--- src/rtl/minirisc_sequencer.sv ---
// minirisc_sequencer
// Fetches bytes from a 16x8 program buffer and feeds them, one command or
// operand per cycle, to an accumulator core's ui_in, pacing itself on the
// core's state nibble.
// Build option: define MINIRISC_SEQ_LOOP_EN to let pc wrap from 15 to 0 and
// keep executing. Without it, running off the end of the buffer finishes the
// program, and a LOAD sitting at address 15 is rejected.
`timescale 1ns/1ps

module minirisc_sequencer (
   input  logic       clk,
   input  logic       rst_n,
   input  logic       ena,
   input  logic       prog_we,
   input  logic [3:0] prog_addr,
   input  logic [7:0] prog_data,
   input  logic       start,
   input  logic       stop,
   input  logic [3:0] core_state,
   output logic [7:0] cmd_out,
   output logic [3:0] pc,
   output logic       busy,
   output logic       done,
   output logic       err
);

   // Opcode map of the accumulator core
   localparam logic [7:0] OP_NOP   = 8'h00;
   localparam logic [7:0] OP_LOAD  = 8'h01;
   localparam logic [7:0] OP_ADD   = 8'h02;
   localparam logic [7:0] OP_SUB   = 8'h03;
   localparam logic [7:0] OP_STORE = 8'h04;
   localparam logic [7:0] OP_HALT  = 8'hFF;

   // The fourth consecutive busy WAIT cycle trips the watchdog
   localparam logic [2:0] WDOG_LAST = 3'd3;

`ifdef MINIRISC_SEQ_LOOP_EN
   localparam bit LOOP_EN = 1'b1;
`else
   localparam bit LOOP_EN = 1'b0;
`endif

   typedef enum logic [2:0] {
      S_IDLE,
      S_FETCH,
      S_ISSUE,
      S_OPERAND,
      S_WAIT,
      S_DONE,
      S_ERR
   } state_t;

   // Architectural state
   state_t     state_q;
   logic [7:0] cmd_q;
   logic [3:0] pc_q;
   logic       busy_q;
   logic       done_q;
   logic       err_q;
   logic       stop_q;
   logic       wait_first_q;
   logic [2:0] wdog_q;
   logic [7:0] buf_q [16];

   // Decode of the word under pc
   logic [7:0] cur_word;
   logic [3:0] pc_plus1;
   logic       op_nop;
   logic       op_halt;
   logic       op_load;
   logic       op_issue;
   logic       op_illegal;
   logic       load_at_end;

   // Where execution goes once the current instruction retires
   state_t     retire_state_d;
   logic [3:0] retire_pc_d;
   logic       retire_busy_d;

   assign cmd_out = cmd_q;
   assign pc      = pc_q;
   assign busy    = busy_q;
   assign done    = done_q;
   assign err     = err_q;

   // Decode the current buffer word; the buffer is frozen while busy so this
   // stays stable across FETCH, ISSUE and OPERAND of one instruction
   always_comb begin
      cur_word    = buf_q[pc_q];
      pc_plus1    = pc_q + 4'd1;
      op_nop      = (cur_word == OP_NOP);
      op_halt     = (cur_word == OP_HALT);
      op_load     = (cur_word == OP_LOAD);
      op_issue    = (cur_word == OP_LOAD) || (cur_word == OP_ADD) ||
                    (cur_word == OP_SUB)  || (cur_word == OP_STORE);
      op_illegal  = !(op_nop || op_halt || op_issue);
      // Without wrap-around the operand of a LOAD at 15 does not exist
      load_at_end = !LOOP_EN && op_load && (pc_q == 4'hF);
   end

   // Retirement target: a pending stop wins, then the end-of-buffer rule
   always_comb begin
      retire_state_d = S_FETCH;
      retire_pc_d    = pc_plus1;
      if (stop_q || stop) begin
         retire_state_d = S_IDLE;
         retire_pc_d    = pc_q;
      end else if (!LOOP_EN && (pc_q == 4'hF)) begin
         retire_state_d = S_DONE;
         retire_pc_d    = pc_q;
      end
      retire_busy_d = (retire_state_d == S_FETCH);
   end

   // Program buffer: host writes land only while no program is executing,
   // so a write issued together with start is visible to the first fetch
   always_ff @(posedge clk or negedge rst_n) begin
      if (!rst_n) begin
         for (int i = 0; i < 16; i++) begin
            buf_q[i] <= 8'h00;
         end
      end else if (prog_we && !busy_q) begin
         buf_q[prog_addr] <= prog_data;
      end
   end

   // Sequencer FSM with registered outputs; cmd_out defaults to 0x00 and is
   // loaded only on the transitions into ISSUE and OPERAND
   always_ff @(posedge clk or negedge rst_n) begin
      if (!rst_n) begin
         state_q      <= S_IDLE;
         cmd_q        <= 8'h00;
         pc_q         <= 4'h0;
         busy_q       <= 1'b0;
         done_q       <= 1'b0;
         err_q        <= 1'b0;
         stop_q       <= 1'b0;
         wait_first_q <= 1'b0;
         wdog_q       <= 3'd0;
      end else if (!ena) begin
         state_q      <= S_IDLE;
         cmd_q        <= 8'h00;
         busy_q       <= 1'b0;
         done_q       <= 1'b0;
         err_q        <= 1'b0;
         stop_q       <= 1'b0;
         wait_first_q <= 1'b0;
         wdog_q       <= 3'd0;
      end else begin
         cmd_q <= 8'h00;
         // Abort requests are remembered until the next instruction boundary
         if (busy_q && stop) begin
            stop_q <= 1'b1;
         end
         case (state_q)
            S_IDLE, S_DONE, S_ERR: begin
               if (start) begin
                  state_q <= S_FETCH;
                  pc_q    <= 4'h0;
                  busy_q  <= 1'b1;
                  done_q  <= 1'b0;
                  err_q   <= 1'b0;
                  stop_q  <= 1'b0;
               end
            end

            S_FETCH: begin
               if (op_halt) begin
                  state_q <= S_DONE;
                  busy_q  <= 1'b0;
                  done_q  <= 1'b1;
                  stop_q  <= 1'b0;
               end else if (op_illegal || load_at_end) begin
                  state_q <= S_ERR;
                  busy_q  <= 1'b0;
                  err_q   <= 1'b1;
                  stop_q  <= 1'b0;
               end else if (op_nop) begin
                  // NOP never reaches the core; it retires straight from FETCH
                  state_q <= retire_state_d;
                  pc_q    <= retire_pc_d;
                  busy_q  <= retire_busy_d;
                  done_q  <= (retire_state_d == S_DONE);
                  if (!retire_busy_d) begin
                     stop_q <= 1'b0;
                  end
               end else if (core_state == 4'h0) begin
                  // Core-bound opcode: only hand it over once the core is idle
                  state_q <= S_ISSUE;
                  cmd_q   <= cur_word;
               end
            end

            S_ISSUE: begin
               if (op_load) begin
                  // The operand word follows the opcode, wrapping when enabled
                  state_q <= S_OPERAND;
                  pc_q    <= pc_plus1;
                  cmd_q   <= buf_q[pc_plus1];
               end else begin
                  state_q      <= S_WAIT;
                  wait_first_q <= 1'b1;
                  wdog_q       <= 3'd0;
               end
            end

            S_OPERAND: begin
               state_q      <= S_WAIT;
               wait_first_q <= 1'b1;
               wdog_q       <= 3'd0;
            end

            S_WAIT: begin
               // The first WAIT cycle gives the core a cycle to react before
               // an idle nibble is trusted as completion
               wait_first_q <= 1'b0;
               if (core_state != 4'h0) begin
                  if (wdog_q == WDOG_LAST) begin
                     state_q <= S_ERR;
                     busy_q  <= 1'b0;
                     err_q   <= 1'b1;
                     stop_q  <= 1'b0;
                     wdog_q  <= 3'd0;
                  end else begin
                     wdog_q <= wdog_q + 3'd1;
                  end
               end else if (wait_first_q) begin
                  wdog_q <= 3'd0;
               end else begin
                  wdog_q  <= 3'd0;
                  state_q <= retire_state_d;
                  pc_q    <= retire_pc_d;
                  busy_q  <= retire_busy_d;
                  done_q  <= (retire_state_d == S_DONE);
                  if (!retire_busy_d) begin
                     stop_q <= 1'b0;
                  end
               end
            end

            default: begin
               state_q <= S_IDLE;
               busy_q  <= 1'b0;
               done_q  <= 1'b0;
               err_q   <= 1'b0;
               stop_q  <= 1'b0;
            end
         endcase
      end
   end

endmodule

--- config.mk ---
export PLATFORM = sky130hd
export DESIGN_NAME = minirisc_sequencer
export DESIGN_NICKNAME = d
export VERILOG_FILES = /design/src/rtl/minirisc_sequencer.sv
export SDC_FILE = /design/constraint.sdc
export NUM_CORES = 1
export LEC_CHECK = 0
export BUFFER_PORTS_ARGS = -buffer_cell sky130_fd_sc_hd__buf_2
export CAP_MARGIN = 25
export CORE_UTILIZATION = 45
export DETAILED_ROUTE_END_ITERATION = 7
export SYNTH_ARGS = -nofsm -noshare
export SYNTH_HDL_FRONTEND = slang
export SYNTH_SLANG_ARGS = --single-unit
--- constraint.sdc ---
create_clock -name clk -period 5.7 [get_ports clk]
set_clock_uncertainty 0.05 [all_clocks]
set_input_delay 0.855 -clock clk [delete_from_list [all_inputs] [get_ports clk]]
set_output_delay 0.855 -clock clk [all_outputs]
set_load 0.01 [all_outputs]
After elaboration in Yosys (flattened, before gate mapping). Cells that the tools add are included.

Bitwise logic cells: 3. Eq/ne operators: 38. Reduce and logical (&&, ||, !) cells: 26. Muxes and demuxes: 81. Order comparisons: 4. $add $sub $neg: 2.

Operators with widths (count): 128-bit bitwise mux (1); 8-bit two-way mux (11); 8-bit binary-select mux with 4-bit select (2); 3-bit two-way mux (16); 4-bit two-way mux (9); 8-bit demux with 4-bit select (1); 1-bit two-way mux (32); 3-bit != test, second input constant (8); 8-bit by 2-bit equality test with 1-bit output, second input constant (2); 2-bit != test, second input constant (8); 4-bit != test, second input constant (4); 1-bit one-hot mux with 4 select lines (4); 4-bit one-hot mux with 4 select lines (1); 8-bit one-hot mux with 2 select lines (1); 5-bit >= comparator, second input constant (3); 4-bit NOT with 5-bit output (3); 3-bit one-hot mux with 5 select lines (1); 3-bit equality test, second input constant (4); 6-bit AND reduction (2); 3-bit by 2-bit equality test with 1-bit output, second input constant (3); 3-bit one-hot mux with 3 select lines (1); 9-bit AND reduction (1); 8-bit by 1-bit equality test with 1-bit output, second input constant (1); 8-bit by 3-bit equality test with 1-bit output, second input constant (1); 22 further kinds (34).

Output and inout bits: 15. Logic and storage cells: 179. Register bits: 151. Bits of input ports: 22.

Longest topological paths before layout. Gate-level depths: netlist of run 1.

Depth in word-level cells: 15. Mapped depth: 12. Depth with buffers taken out: 9.

Worst setup path before layout of run 1. No wires, ideal clock.

Path kind: register to register. Start point: register pc_q[1] (netlist: pc[1]). End point: register pc_q[0] (netlist: pc[0]). Stages on the path, launching flop included: 11. Buffers on the path: 3. Setup slack: 2.750 ns. Required time: 5.525 ns. Arrival time: 2.775 ns. Period minus slack after synthesis: 2.950 ns. Library setup time: 0.125 ns. Cells stage by stage: dfrtp_1 -> buf_2 -> buf_2 -> buf_2 -> mux4_2 -> mux2i_1 -> nand4_1 -> o22ai_4 -> a31oi_1 -> a2111oi_4 -> mux2_2.

Longest elaborated chain between the ends: 13. Elaborated cells between the ends (all ways): 32. Those cells by class: 10 x eq/ne; 11 x mux; 1 x bitwise; 10 x reduce/logical.

RTL lines: start, declared (RTL line 57) `logic [3:0] pc_q;`; start signal, assigned (RTL line 182) `pc_q <= retire_pc_d;`; start signal, assigned (RTL line 199) `pc_q <= pc_plus1;`; start signal, assigned (RTL line 233) `pc_q <= retire_pc_d;`; 4-bit NOT with 5-bit output (not written as such) (RTL line 90) `cur_word = buf_q[pc_q];`; 8-bit binary-select mux with 4-bit select (RTL line 90); 8-bit two-way mux (not written as such) (2 in series) (RTL line 90); 8-bit by 1-bit equality test with 1-bit output / 8-bit by 2-bit equality test with 1-bit output (equally long branches) (RTL line 94, 95); 1-bit logical OR (2 in series) (RTL line 95) `op_issue = (cur_word == OP_LOAD) || (cur_word == OP_ADD) ||`; 1-bit logical OR (RTL line 96) `(cur_word == OP_SUB) || (cur_word == OP_STORE);`; 1-bit logical OR (RTL line 97) `op_illegal = !(op_nop || op_halt || op_issue);`; 1-bit logical NOT (RTL line 97); 1-bit logical OR (RTL line 174) `end else if (op_illegal || load_at_end) begin`; 2-bit != test (no source line); 9-bit AND reduction (no source line).

Several ways; a longest one is shown, not always the timed one. The select of a mux whose other input is x is not followed. A chain may end at the register's enable or synchronous reset.

Worst setup path after layout of run 1.
Start point: register pc_q[0] (netlist: pc[0]). End point: register pc_q[1] (netlist: pc[1]).

Same word-level chain as after synthesis.

==> reports/qor.yml, run 1 <==
run_status:
  status: "completed"
final_layout:
  drive_gt1_share_pct: 39.45
  fill_cells: 1543
  final_util_pct: 52.24
  layout_common_cells: "dfrtp_1, mux2_2, nand2_1, mux4_2, buf_2"
  area_growth_pct: 12.14
  nNetsFinal: 698
  diodes: 0
  layout_commonest_cell: "dfrtp_1"
pwr:
  p_seq_share_pct: 37.3
  p_int_mw: 3.213
  power_density_nw_per_um2: 515.6
  vdd_drop_max_mv: 0.2401
  p_total_mw: 4.904
  p_switching_mw: 1.691
  p_clk_share_pct: 24.4
  total_leakage_power_nw: 4.084
  p_comb_share_pct: 38.3
  swShare_pct: 34.49
placement:
  portBuffers: 36
  place_congestion: 0.9335
  place_ws_ns: 1.929
  place_hpwl_um: 14710
sta:
  rsz0062_at_grt: "false"
  finalCriticalPeriod_ns: 3.819
  hold_viol_final: 0
  period_share_pct: 67.00
  fin_ws_ns: 1.881
  setup_tns_ns: 0
  max_freq_ghz: 0.2619
  setup_viol: 0
  slew-limit-headroom_pct: 20.32
  tightestPinTransition_ns: 1.184
  slew_viol_final: 0
clock_tree:
  cts.sinks: 151
  postCtsSetupBuffers: 0
  cts_tree: "built"
  cts_resized: 0
  clk_pin_slew_ns: 0.07
  cts_buffers: 17
  clk_latency_ns: 0.44
  cts_root_buffer: "clkbuf_16"
  htreeDepth: 4
  clk_path_buf_depth: 2
  cts_hold_buf: 0
die:
  initial_core_util_pct: 46.58
  rows: 49
  fp.dieH_um: 139.3
  die_x_um: 139.3
  core_area_um2: 18210
  ioPinCount: 37
  dieArea_um2: 19400
min_path:
  min_path_type: "primary input to asynchronous set/reset pin"
synthesis:
  synthesis.nets: 674
  synth-seq-cells: 151
  yosysWarnings: 0
  synthCells: 650
  ys_seq_area_share_pct: 44.55
  postSynth.asyncResetShare_pct: 100.0
  syn_avg_cell_area_um2: 13.05
  synth_flop_cell: "dfrtp_1"
  synth_edf_count: 0
  syn-cell-area_um2: 8482
  synth_cell_type_count: 60
critical_path:
  path_class: "flip-flop to flip-flop"
  r2r.worst_path.cells: 7
  crit_required_ns: 5.97
  crit_arrival_ns: 4.09
  r2r_start: "pc[0]"
  cp-startpoint: "pc[0]"
  end_kind: "flip-flop"
  crit_path_max_fanout: 54
  crit_path_start_kind: "flip-flop"
drt:
  drcViolationCount: 0
  vias_per_cell: 6.246
  wire_per_inst_um: 23.76
  drtIter0Drc: 444
  firstDrtPassIters: 4
  vias: 5721
  postRouteAntennaNets: 0
  drt_wl_total_um: 21770
global_routing:
  grt_use_total_pct: 24.04
  grt_pass1_wl_um: 34730
  first_global_vias: 5976
  grt_start_max_net_pins: 88
  grt_antenna_before_repair: 0
  grt-ovfl-total: 0
run:
  cap_violations: 0
[power groups by stage]
stage          sequential [mW]  clock (mW)  combinational, mW
6_report                  1.83        1.20               1.88
5_1_grt                   1.89        1.26               2.04
4_1_cts                   1.83        1.22               1.89
3_5_place_dp              1.84           0               1.87
3_3_place_gp              1.80           0               1.84
2_1_floorplan             1.65           0               1.58
[state kept, by name (all words and copies together) (netlist names)]
name / count
stop_q: 1
cmd_out: 8
done: 1
pc: 4
wdog_q: 3
wait_first_q: 1
state_q: 3
err: 1
busy: 1
buf_q: 128
[critical path: stages, from the launching register on]
cell and delay [ns]:
dfrtp_4 0.97, mux4_1 0.64, a22oi_1 0.36, nand2_1 0.27, a221oi_1 0.34, a31oi_1 0.17, a2111oi_4 0.46, mux2_2 0.39
[Yosys cell counts, types with 11 or more instances]
| library cell | count | share of area, % |
|---|---|---|
| nand2_1 | 61 | 2.7 |
| dfrtp_1 | 151 | 45 |
| mux4_1 | 12 | 3.7 |
| mux4_2 | 48 | 13 |
| clkbuf_1 | 32 | 1.4 |
| mux2i_1 | 23 | 2.7 |
| nand3_1 | 12 | 0.71 |
| a21oi_1 | 11 | 0.65 |
| nor2b_1 | 11 | 0.81 |
| and3_1 | 14 | 1.0 |
| o21ai_0 | 11 | 0.65 |
| mux2_2 | 131 | 17 |
| nor2_1 | 26 | 1.2 |
[cell families (layout without fill, tap and decap cells)]
logic type	after synthesis	count (layout)	share of synthesized area, %
XOR/XNOR	4	4	0.4131
AND/OR/NAND/NOR	157	157	8.954
flip-flops	151	151	44.55
adder cells (fa/ha/maj)	2	2	0.2950
AO/OA/AOI/OAI	74	74	6.786
multiplexers	214	214	36.57
buffers and inverters	48	85	2.434
[metrics by stage]
| step | cell area, um2 | cells | hold slack [ns] |
|---|---|---|---|
| after floorplan | 8482 | 650 | 0.4075 |
| after global placement | 8870 | 882 | 0.4206 |
| after detailed placement | 8877 | 883 | 0.4369 |
| after CTS | 9504 | 915 | 0.4507 |
| after global routing | 9512 | 916 | 0.4629 |
| final | 9512 | 916 | 0.4234 |
[routing by layer]
metal / global-route usage (%) / wire length, um / vias up
met5: 0 / 0 / -
met4: 9.766 / 535 / 0
met3: 4.061 / 833 / 30
met2: 38.35 / 10600 / 126
met1: 32.79 / 9798 / 3012
li1: - / - / 2553
[area by class of cell]
type / count / area [um2] / share of cell area, %
Timing Repair Buffer: 48 / 276.5 / 2.907
Clock buffer: 18 / 439.2 / 4.617
Clock inverter: 14 / 187.7 / 1.973
Multi-Input combinational cell: 451 / 4521 / 47.53
Inverter: 5 / 18.77 / 0.1973
Tap cell: 229 / 286.5 / 3.012
Sequential cell: 151 / 3782 / 39.77
[path summary, 6_finish.rpt]
| check | endpoint | slack [ns] |
|---|---|---|
| setup / recovery | pc[1] | 1.88 |
| hold / removal | wait_first_q | 0.42 |
| setup reg to reg | pc[1] | 1.88 |
| hold reg to reg | wdog_q[2] | 0.45 |
| max in group asynchronous | buf_q[92] | 3.85 |
| min in group clk | wdog_q[2] | 0.45 |
No activity file was read; power rests on OpenSTA's default activity.
==> run 2, diff against run 1 <==
==> constraint.sdc (replaced) <==
create_clock -name clk -period 3.15 [get_ports clk]
set_clock_uncertainty 0.05 [all_clocks]
set_input_delay 0.4725 -clock clk [delete_from_list [all_inputs] [get_ports clk]]
set_output_delay 0.4725 -clock clk [all_outputs]
set_load 0.01 [all_outputs]
==> reports/qor.yml, run 2 (same netlist as run 1, synthesis figures left out) <==
placement:
  place_congestion: 0.9104  # -2.5%
  place_ws_ns: -0.007524  # -1.936 ns
  post_dp_cell_area_um2: 9130  # +2.8%
  portBuffers: 36  # unchanged
  dp_cells: 906  # +2.6%
  place_hpwl_um: 15090  # +2.6%
drt:
  vias_per_cell: 6.264  # +0.30%
  firstDrtPassIters: 5  # +1
  wire_per_inst_um: 23.96  # +0.84%
  wl_met2_um: 10800  # +1.9%
  wl_met1_um: 10270  # +4.8%
  postRouteAntennaNets: 0  # unchanged
  drt_wl_total_um: 22760  # +4.6%
  wl_met3_um: 1122  # +35%
  top_layer: "met4"
  drcViolationCount: 0  # unchanged
  vias: 5951  # +4.0%
  drtIter0Drc: 540  # +22%
run:
  cap_violations: 0  # unchanged
global_routing:
  grt-ovfl-total: 0  # unchanged
  grt_pass1_wl_um: 34530  # -0.56%
  first_global_vias: 5950  # -0.44%
  grt_start_max_net_pins: 85  # -3.4%
  grt_antenna_before_repair: 0  # unchanged
  grt_use_total_pct: 23.98  # -0.056 points
critical_path:
  crit_buf_inv: 4  # +4
  critPathTopFamily: "multiplexers"
  end_kind: "flip-flop"
  crit_required_ns: 3.45  # -2.52 ns
  crit_arrival_ns: 3.42  # -0.67 ns
  crit_path_start_kind: "flip-flop"
  max_stage_delay_ns: 0.54  # -0.43 ns
  crit_path_max_fanout: 6  # -89%
  path_class: "flip-flop to flip-flop"
  crit_path_cell_trace: "buf_12, mux4_1, mux2i_1, nand4_1, o22ai_4, buf_6, nand4_1, buf_6, nor3_1, buf_4, o21ai_0, nand2_1"
  cp_slowest_cell: "mux4_1"
  r2r_setup_slack_ns: 0.03  # -1.85 ns
final_layout:
  largest_reg_flops: 128  # unchanged
  layout_common_cells: "dfrtp_1, mux2_2, nand2_1, mux4_2, buf_2"
  largest_register: "buf_q"
  drive_gt1_share_pct: 44.11  # +4.7 points
  area_growth_pct: 16.80
  final_area_um2: 9907  # +4.2%
  fin_cells: 950  # +3.7%
  multiInputGateArea_um2: 4558  # +0.83%
  regArea_um2: 3782  # unchanged
  diodes: 0  # unchanged
  nNetsFinal: 733  # +5.0%
  fill_cells: 1549  # +0.39%
  layout_commonest_cell: "dfrtp_1"
pwr:
  total_leakage_power_nw: 4.268  # +4.5%
  p_total_mw: 9.211  # +88%
  power_density_nw_per_um2: 929.8  # +80%
  vdd_drop_max_mv: 0.4334  # +81%
clock_tree:
  htreeDepth: 4  # unchanged
  clk_pin_slew_ns: 0.06  # about the same
  cts_buffers: 17  # unchanged
  cts_tree: "built"
  clk_latency_ns: 0.42  # -0.02 ns
  clk_path_buf_depth: 2  # unchanged
  cts_root_buffer: "clkbuf_16"
  cts.sinks: 151  # unchanged
  cts_hold_buf: 0  # unchanged
sta:
  max_freq_ghz: 0.3209  # +23%
  period_share_pct: 98.93  # +32 points
  hold_viol_final: 0  # unchanged
  setup_viol: 0  # unchanged
  slew-limit-headroom_pct: 45.22  # +25 points
  rsz0062_at_grt: "true"
  slew_viol_final: 0  # unchanged
  finalCriticalPeriod_ns: 3.116  # -0.7027 ns
  tightestPinTransition_ns: 0.8217  # -0.3627 ns
  fin_ws_ns: 0.03372  # -1.847 ns
die:
  ioPinCount: 37  # unchanged
  rows: 49  # unchanged
  fp.dieH_um: 139.3  # unchanged
  initial_core_util_pct: 46.58  # unchanged
  die_x_um: 139.3  # unchanged
  dieArea_um2: 19400  # unchanged
  core_area_um2: 18210  # unchanged
min_path:
  min_path_type: "primary input to asynchronous set/reset pin"
run_status:
  status: "completed"
-- run 2: cell types whose count changed in the layout (fill, tap and decap cells not counted), sizes merged --
cell      previous run  this run
clkinvlp             0         1
clkbuf              18        22
bufinv               3         2
buf                 48        80
inv                 11         6
clkinv               5         8
-- run 2: area by class of cell --
class / count / area share, %
flip-flops and latches: 151 / 38.18
clock buffers: 19 / 4.471
well taps: 229 / 2.892
clock inverters: 12 / 1.288
inverters: 5 / 0.1894
multi-input cells: 451 / 46.01
repair buffers: 83 / 6.971
-- run 2: through the flow --
step	hold slack [ns]	utilization, %	TNS [ns]
detailed placement	0.4426	50.14	-0.007524
CTS	0.09610	53.32	0
floorplan	0.1269	-	0
global route	0.1220	54.41	-0.1335
global placement	0.4206	50.14	0
finish	0.07005	54.41	0
-- run 2: timing repair --
item	4_1_cts	5_1_grt
endpoints found under the hold margin	0	0
resized for setup	1	20
endpoints found under the setup margin	1	12
gates cloned	0	3
buffers inserted	0	11
pin swaps	0	9
-- run 2: path summary, 6_finish.rpt --
path / start / to / cells after the start
max: pc[0] / cmd_out[2] / 12
min: rst_n / wdog_q[1] / 1
max reg2reg: pc[0] / cmd_out[2] / 12
min reg2reg: wdog_q[2] / wdog_q[2] / 1
max in group asynchronous: rst_n / buf_q[83] / 2
min in group clk: stop / stop_q / 3
-- run 2: worst reg2reg max path, stage by stage (launching register included) --
cell and delay (ns):
dfrtp_4 0.51, buf_12 0.16, mux4_1 0.54, mux2i_1 0.18
nand4_1 0.24, o22ai_4 0.33, buf_6 0.14, nand4_1 0.10
buf_6 0.17, nor3_1 0.22, buf_4 0.16, o21ai_0 0.13
nand2_1 0.12
-- run 2: power breakdown --
| part | switching, mW | internal [mW] |
|---|---|---|
| sequential | 0.542 | 2.63 |
| clock | 0.815 | 1.18 |
| combinational | 1.79 | 2.25 |
-- run 2: layer usage --
metal,vias up,GRT usage (%)
li1,2613,-
met1,3097,33.37
met2,198,37.48
met3,43,4.714
met4,0,8.596
met5,-,0
